`config.mk`:
```
export PLATFORM = sky130hd
export DESIGN_NAME = mem_port_arbiter_flat
export DESIGN_NICKNAME = d
export VERILOG_FILES = /design/src/rtl/mem_port_arbiter_if.sv /design/src/rtl/mem_port_arbiter.sv /design/src/flat_wrapper.sv
export SDC_FILE = /design/constraint.sdc
export NUM_CORES = 1
export LEC_CHECK = 0
export CAP_MARGIN = 30
export CORE_ASPECT_RATIO = 0.7
export CORE_UTILIZATION = 45
export DETAILED_ROUTE_END_ITERATION = 10
export PLACE_DENSITY = 0.92
export SLEW_MARGIN = 20
export SYNTH_ARGS = -nofsm -noshare
export SYNTH_HDL_FRONTEND = slang
export SYNTH_SLANG_ARGS = --single-unit
export TNS_END_PERCENT = 50
```
`constraint.sdc`:
```
create_clock -name clk -period 3.1 [get_ports clk]
set_input_delay 0.31 -clock clk [delete_from_list [all_inputs] [get_ports clk]]
set_output_delay 0.31 -clock clk [all_outputs]
set_load 0.02 [all_outputs]
```
`src/rtl/mem_port_arbiter_if.sv`:
```
// Bundles the fetch port, data port, shared-memory port and error/stall status
// of mem_port_arbiter. The slave modport is the arbiter side; master is the environment.
interface mem_port_arbiter_if;
  logic        if_req;
  logic [31:0] if_addr;
  logic        if_ack;
  logic [31:0] if_rdata;
  logic        d_req;
  logic        d_we;
  logic [31:0] d_addr;
  logic [31:0] d_wdata;
  logic        d_ack;
  logic [31:0] d_rdata;
  logic        mem_req;
  logic        mem_we;
  logic [31:0] mem_addr;
  logic [31:0] mem_wdata;
  logic        mem_ready;
  logic [31:0] mem_rdata;
  logic        if_stall;
  logic        d_stall;
  logic        err_clr;
  logic        align_err;
  logic        timeout_err;

  modport slave (
    input  if_req, if_addr, d_req, d_we, d_addr, d_wdata, mem_ready, mem_rdata, err_clr,
    output if_ack, if_rdata, d_ack, d_rdata, mem_req, mem_we, mem_addr, mem_wdata,
           if_stall, d_stall, align_err, timeout_err
  );

  modport master (
    output if_req, if_addr, d_req, d_we, d_addr, d_wdata, mem_ready, mem_rdata, err_clr,
    input  if_ack, if_rdata, d_ack, d_rdata, mem_req, mem_we, mem_addr, mem_wdata,
           if_stall, d_stall, align_err, timeout_err
  );
endinterface

```
`src/rtl/mem_port_arbiter.sv`:
```
// Arbitrates a fetch port and a data port onto one single-port memory, with
// misalignment rejection, access timeout and a cap on consecutive data grants.
//
// state   | meaning
// IDLE    | no access in flight; arbitrate pending requests
// BUSY_IF | fetch access issued, waiting for mem_ready or timeout
// BUSY_D  | data access issued, waiting for mem_ready or timeout
// ERR_ACK | misaligned request granted; acknowledge with zero data
module mem_port_arbiter #(
  parameter int TIMEOUT      = 16,
  parameter int MAX_DATA_RUN = 2
) (
  input logic               clk,
  input logic               rst_n,
  mem_port_arbiter_if.slave bus
);

  typedef enum logic [1:0] {IDLE, BUSY_IF, BUSY_D, ERR_ACK} state_t;

  state_t      state;
  logic        err_for_d;
  logic [7:0]  data_run;
  logic [15:0] busy_cnt;

  logic any_ack;
  logic if_valid;
  logic d_valid;
  logic grant_d;
  logic grant_if;
  logic busy_done;

  assign bus.if_stall = bus.if_req & ~bus.if_ack;
  assign bus.d_stall  = bus.d_req & ~bus.d_ack;

  // The ack cycle is a settling cycle: the acked requester is still holding req,
  // and pausing arbitration there lets the data-run cap actually take effect.
  assign any_ack  = bus.if_ack | bus.d_ack;
  assign if_valid = bus.if_req & ~any_ack;
  assign d_valid  = bus.d_req & ~any_ack;
  assign grant_d  = d_valid & (~if_valid | (data_run != 8'(MAX_DATA_RUN)));
  assign grant_if = if_valid & ~grant_d;

  assign busy_done = bus.mem_ready | (busy_cnt == 16'(TIMEOUT - 1));

  always_ff @(posedge clk) begin
    if (!rst_n) begin
      state           <= IDLE;
      err_for_d       <= 1'b0;
      data_run        <= '0;
      busy_cnt        <= '0;
      bus.mem_req     <= 1'b0;
      bus.mem_we      <= 1'b0;
      bus.mem_addr    <= '0;
      bus.mem_wdata   <= '0;
      bus.if_ack      <= 1'b0;
      bus.d_ack       <= 1'b0;
      bus.if_rdata    <= '0;
      bus.d_rdata     <= '0;
      bus.align_err   <= 1'b0;
      bus.timeout_err <= 1'b0;
    end else begin
      bus.if_ack   <= 1'b0;
      bus.d_ack    <= 1'b0;
      bus.if_rdata <= '0;
      bus.d_rdata  <= '0;
      // A flag set later in this block overrides a coincident clear.
      if (bus.err_clr) begin
        bus.align_err   <= 1'b0;
        bus.timeout_err <= 1'b0;
      end
      if (!bus.if_req) data_run <= '0;

      case (state)
        IDLE: begin
          busy_cnt <= '0;
          if (grant_d) begin
            if (bus.if_req) data_run <= data_run + 8'd1;
            if (bus.d_addr[1:0] != 2'b00) begin
              err_for_d <= 1'b1;
              state     <= ERR_ACK;
            end else begin
              bus.mem_req   <= 1'b1;
              bus.mem_we    <= bus.d_we;
              bus.mem_addr  <= bus.d_addr;
              bus.mem_wdata <= bus.d_wdata;
              state         <= BUSY_D;
            end
          end else if (grant_if) begin
            data_run <= '0;
            if (bus.if_addr[1:0] != 2'b00) begin
              err_for_d <= 1'b0;
              state     <= ERR_ACK;
            end else begin
              bus.mem_req   <= 1'b1;
              bus.mem_we    <= 1'b0;
              bus.mem_addr  <= bus.if_addr;
              bus.mem_wdata <= '0;
              state         <= BUSY_IF;
            end
          end
        end

        BUSY_IF, BUSY_D: begin
          if (busy_done) begin
            bus.mem_req <= 1'b0;
            state       <= IDLE;
            if (state == BUSY_D) bus.d_ack  <= 1'b1;
            else                 bus.if_ack <= 1'b1;
            if (bus.mem_ready) begin
              if (state == BUSY_D) bus.d_rdata  <= bus.mem_rdata;
              else                 bus.if_rdata <= bus.mem_rdata;
            end else begin
              bus.timeout_err <= 1'b1;
            end
          end else begin
            busy_cnt <= busy_cnt + 16'd1;
          end
        end

        ERR_ACK: begin
          bus.align_err <= 1'b1;
          if (err_for_d) bus.d_ack  <= 1'b1;
          else           bus.if_ack <= 1'b1;
          state <= IDLE;
        end

        default: state <= IDLE;
      endcase
    end
  end

endmodule

```
`src/flat_wrapper.sv`:
```
// flat-port wrapper written by rule: the top's interface ports become plain ports
module mem_port_arbiter_flat 
#(
  parameter int TIMEOUT      = 16,
  parameter int MAX_DATA_RUN = 2
)
  (clk, rst_n, bus_if_req, bus_if_addr, bus_d_req, bus_d_we, bus_d_addr, bus_d_wdata, bus_mem_ready, bus_mem_rdata, bus_err_clr, bus_if_ack, bus_if_rdata, bus_d_ack, bus_d_rdata, bus_mem_req, bus_mem_we, bus_mem_addr, bus_mem_wdata, bus_if_stall, bus_d_stall, bus_align_err, bus_timeout_err);
  mem_port_arbiter_if bus_i ();
  input logic clk;
  input logic rst_n;
  input wire logic [$bits(bus_i.if_req)-1:0] bus_if_req;
  input wire logic [$bits(bus_i.if_addr)-1:0] bus_if_addr;
  input wire logic [$bits(bus_i.d_req)-1:0] bus_d_req;
  input wire logic [$bits(bus_i.d_we)-1:0] bus_d_we;
  input wire logic [$bits(bus_i.d_addr)-1:0] bus_d_addr;
  input wire logic [$bits(bus_i.d_wdata)-1:0] bus_d_wdata;
  input wire logic [$bits(bus_i.mem_ready)-1:0] bus_mem_ready;
  input wire logic [$bits(bus_i.mem_rdata)-1:0] bus_mem_rdata;
  input wire logic [$bits(bus_i.err_clr)-1:0] bus_err_clr;
  output wire logic [$bits(bus_i.if_ack)-1:0] bus_if_ack;
  output wire logic [$bits(bus_i.if_rdata)-1:0] bus_if_rdata;
  output wire logic [$bits(bus_i.d_ack)-1:0] bus_d_ack;
  output wire logic [$bits(bus_i.d_rdata)-1:0] bus_d_rdata;
  output wire logic [$bits(bus_i.mem_req)-1:0] bus_mem_req;
  output wire logic [$bits(bus_i.mem_we)-1:0] bus_mem_we;
  output wire logic [$bits(bus_i.mem_addr)-1:0] bus_mem_addr;
  output wire logic [$bits(bus_i.mem_wdata)-1:0] bus_mem_wdata;
  output wire logic [$bits(bus_i.if_stall)-1:0] bus_if_stall;
  output wire logic [$bits(bus_i.d_stall)-1:0] bus_d_stall;
  output wire logic [$bits(bus_i.align_err)-1:0] bus_align_err;
  output wire logic [$bits(bus_i.timeout_err)-1:0] bus_timeout_err;
  assign bus_i.if_req = bus_if_req;
  assign bus_i.if_addr = bus_if_addr;
  assign bus_i.d_req = bus_d_req;
  assign bus_i.d_we = bus_d_we;
  assign bus_i.d_addr = bus_d_addr;
  assign bus_i.d_wdata = bus_d_wdata;
  assign bus_i.mem_ready = bus_mem_ready;
  assign bus_i.mem_rdata = bus_mem_rdata;
  assign bus_i.err_clr = bus_err_clr;
  assign bus_if_ack = bus_i.if_ack;
  assign bus_if_rdata = bus_i.if_rdata;
  assign bus_d_ack = bus_i.d_ack;
  assign bus_d_rdata = bus_i.d_rdata;
  assign bus_mem_req = bus_i.mem_req;
  assign bus_mem_we = bus_i.mem_we;
  assign bus_mem_addr = bus_i.mem_addr;
  assign bus_mem_wdata = bus_i.mem_wdata;
  assign bus_if_stall = bus_i.if_stall;
  assign bus_d_stall = bus_i.d_stall;
  assign bus_align_err = bus_i.align_err;
  assign bus_timeout_err = bus_i.timeout_err;
  mem_port_arbiter #(.TIMEOUT(TIMEOUT), .MAX_DATA_RUN(MAX_DATA_RUN)) u_core (.clk(clk), .rst_n(rst_n), .bus(bus_i));
endmodule
```
==> results.py <==
metrics = {
    "timing": {
        "clock_skew_ns": 0.0142,
        "max_slew_margin": 0.529,
        "final-setup-viol-count": 0,
        "setup_tns_ns": 0,
        "period_share": 0.805,
        "min_period_ns": 2.50,
        "worst_pin_slew_ns": 0.699,
        "slew_violations": 0,
        "rsz0062_at_grt": "no",
        "max_clock_freq_mhz": 401,
        "finalHoldViolations": 0,
    },
    "route": {
        "viasPerCell": 5.10,
        "wl_per_cell_um": 16.4,
        "drt_iter0_markers": 396,
        "drcViolationCount": 0,
        "num_vias": 5570,
        "ant_nets": 0,
        "wl_um": 17900,
        "first_pass_iters": 5,
    },
    "cts": {
        "cts.sink_count": 161,
        "insertion_delay_ns": 0.42,
        "cts.path.max_buffers": 2,
        "cts_root_buf": "clkbuf_16",
        "clkTransAtPathRegs_ns": 0.07,
        "cts_setup_buffers": 0,
        "cts_tree": "yes",
        "cts_max_level": 4,
        "cts_hold_buf": 0,
        "cts-resized-gates": 0,
        "cts_buffers": 17,
    },
    "yosys": {
        "syn_area_um2": 6230,
        "async_flop_share": 0,
        "ys.warnings.count": 0,
        "synth.distinct_cells": 47,
        "synth-edff-count": 0,
        "yosysSeqAreaShare": 0.518,
        "synth_cells": 632,
        "synth.avg_cell_area_um2": 9.85,
        "ys.flop_type": "dfxtp_1",
        "synth_fp_nets": 775,
        "ys_ff_latch": 161,
    },
    "worst_setup_path": {
        "slowest_stage": "mux2_4",
        "end_kind": "register",
        "cpPeakStageDelay_ns": 0.63,
        "crit_fanout": 60,
        "arrival_ns": 2.81,
        "crit_required_ns": 3.42,
        "crit_family": "compound AO/OA/AOI/OAI gates",
        "crit_path_cell_trace": "inv_1 > ha_1 > nand4bb_1 > o211a_4 > mux2_4 > nand2_1 > o211a_1",
        "path_buf_inv": 1,
        "path_class": "register to register",
        "cp-start-kind": "register",
    },
    "placed_design": {
        "place_hpwl_um": 12900,
        "globalplace.congestion": 0.858,
        "port_buffers": 270,
    },
    "pwr": {
        "peakVddDrop_uv": 444,
        "total_power_uw": 6290,
        "powerDensity_nw_per_um2": 653,
        "leakagePower_uw": 0.00398,
    },
    "die": {
        "die_h_um": 100,
        "die_area_um2": 14300,
        "die_x_um": 143,
        "core.rowCount": 35,
        "start_util": 0.468,
        "ioPinCount": 271,
        "core_um2": 13300,
    },
    "cells_and_area": {
        "nNetsFinal": 1038,
        "layout-drive-gt1-share": 0.0562,
        "diodes": 0,
        "areaGrowthSynthToFinish_pct": 54.8,
    },
    "global_routing": {
        "grt_max_degree": 61,
        "grt_overflow": 0,
        "antenna_found_initial": 0,
        "grt_pass1_wl_um": 27500,
        "grt_pass1_vias": 5426,
        "grtUsageTotal": 0.248,
    },
    "flow_run": {
        "maxCapViolations": 0,
    },
    "worst_hold_path": {
        "hp-class": "primary input to register",
    },
    "status": {
        "outcome": "complete, no violations",
    },
}
power by group:
part / switching [uW] / internal (uW) / leakage (uW) / total [uW]
Combinational: 924 / 804 / 0.00238 / 1730
Sequential: 120 / 2290 / 0.00131 / 2410
Clock: 914 / 1240 / 0.000295 / 2150
Total: 1960 / 4330 / 0.00398 / 6290
metal layers:
layer,GRT usage,up-vias,part of all wire
met5,0,-,0
met4,0.0802,0,0.016
met3,0.0749,29,0.077
met2,0.434,249,0.49
met1,0.292,2597,0.41
li1,-,2695,-
cells by family (layout without fill, tap and decap cells):
family | Yosys count | count (layout) | share of synthesized area
DFF | 161 | 161 | 0.518
xor gates and xnor gates | 11 | 11 | 0.0155
AOI/OAI and AO/OA | 104 | 104 | 0.130
buffers and inverters | 42 | 318 | 0.0382
muxes | 35 | 35 | 0.0591
and+or+nand+nor | 271 | 271 | 0.223
adders and majority gates | 8 | 8 | 0.0161
metrics by stage:
step / cell area (um^2) / util / std cells / hold WS, ns / setup WS (ns)
detailed placement: 9030 / 0.678 / 1061 / 0.442 / 0.402
global route: 9640 / 0.724 / 1093 / 0.317 / 0.428
floorplan: 6230 / - / 632 / 0.432 / 1.14
finish: 9640 / 0.724 / 1093 / 0.315 / 0.604
CTS: 9640 / 0.724 / 1093 / 0.294 / 0.617
global placement: 9030 / 0.678 / 1061 / 0.436 / 0.522
registers in the layout, summed over array words and instances (netlist names):
| register | cells |
|---|---|
| u_core.bus.mem_we | 1 |
| u_core.bus.timeout_err | 1 |
| u_core.bus.mem_addr | 32 |
| u_core.bus.if_rdata | 32 |
| u_core.busy_cnt | 16 |
| u_core.bus.if_ack | 1 |
| u_core.bus.d_rdata | 32 |
| u_core.bus.d_ack | 1 |
| u_core.bus.align_err | 1 |
| u_core.bus.mem_wdata | 32 |
| u_core.state | 2 |
| u_core.bus.mem_req | 1 |
| u_core.data_run | 8 |
| u_core.err_for_d | 1 |
final timing paths:
check                                              from                 endpoint  slack [ns]  depth (start not counted)
worst max-delay path                 u_core.data_run[0]  u_core.bus.mem_addr[22]        0.60                          7
worst min register to register  u_core.bus.mem_wdata[1]  u_core.bus.mem_wdata[1]        0.45                          2
worst min-delay path                              rst_n     u_core.bus.align_err        0.32                          2
worst max register to register       u_core.data_run[0]  u_core.bus.mem_addr[22]        0.60                          7
placed cells by master, fill, tap and decap left out, types with 3 or more instances in the layout:
cell and instances:
o211a_1 30, mux2i_1 33, o21ai_0 10, ha_1 8, a21boi_1 28, nand2b_1 5
nor2_1 31, nor3_1 6, nor4_1 4, nand2_1 76, and4_1 3, a21boi_0 9
dfxtp_1 161, clkbuf_16 17, a21oi_1 14, xor2_1 5, and3_1 11, nand4_1 5
clkdlybuf4s50_1 269, nand3b_1 3, inv_6 3, inv_8 4, buf_4 12, and2_1 67
nor2b_1 7, inv_1 4, xnor2_1 6, nand3_1 46
synth_stat cells (6+ instances only):
cell type    n  area share
xnor2_1      6      0.0084
nand2_1     76       0.046
clkbuf_1    22       0.013
dfxtp_1    161        0.52
and3_1      11       0.011
nand3_1     46       0.037
nor3_1       6      0.0048
nor2b_1      7      0.0070
o211a_1     30       0.048
a21boi_1    28       0.034
nor2_1      31       0.019
buf_6        9       0.016
ha_1         8       0.016
and2_1      67       0.067
a21boi_0     9       0.011
mux2i_1     33       0.053
a21oi_1     14       0.011
o21ai_0     10      0.0080
cell type report:
| cell class | instances | area [um^2] |
|---|---|---|
| Clock inverter | 14 | 169 |
| Fill cell | 926 | 3670 |
| Tap cell | 185 | 231 |
| Sequential cell | 161 | 3220 |
| Clock buffer | 18 | 439 |
| Multi-Input combinational cell | 429 | 2770 |
| Inverter | 4 | 15.0 |
| Timing Repair Buffer | 282 | 2790 |
Power figures use the tool's default switching activity.
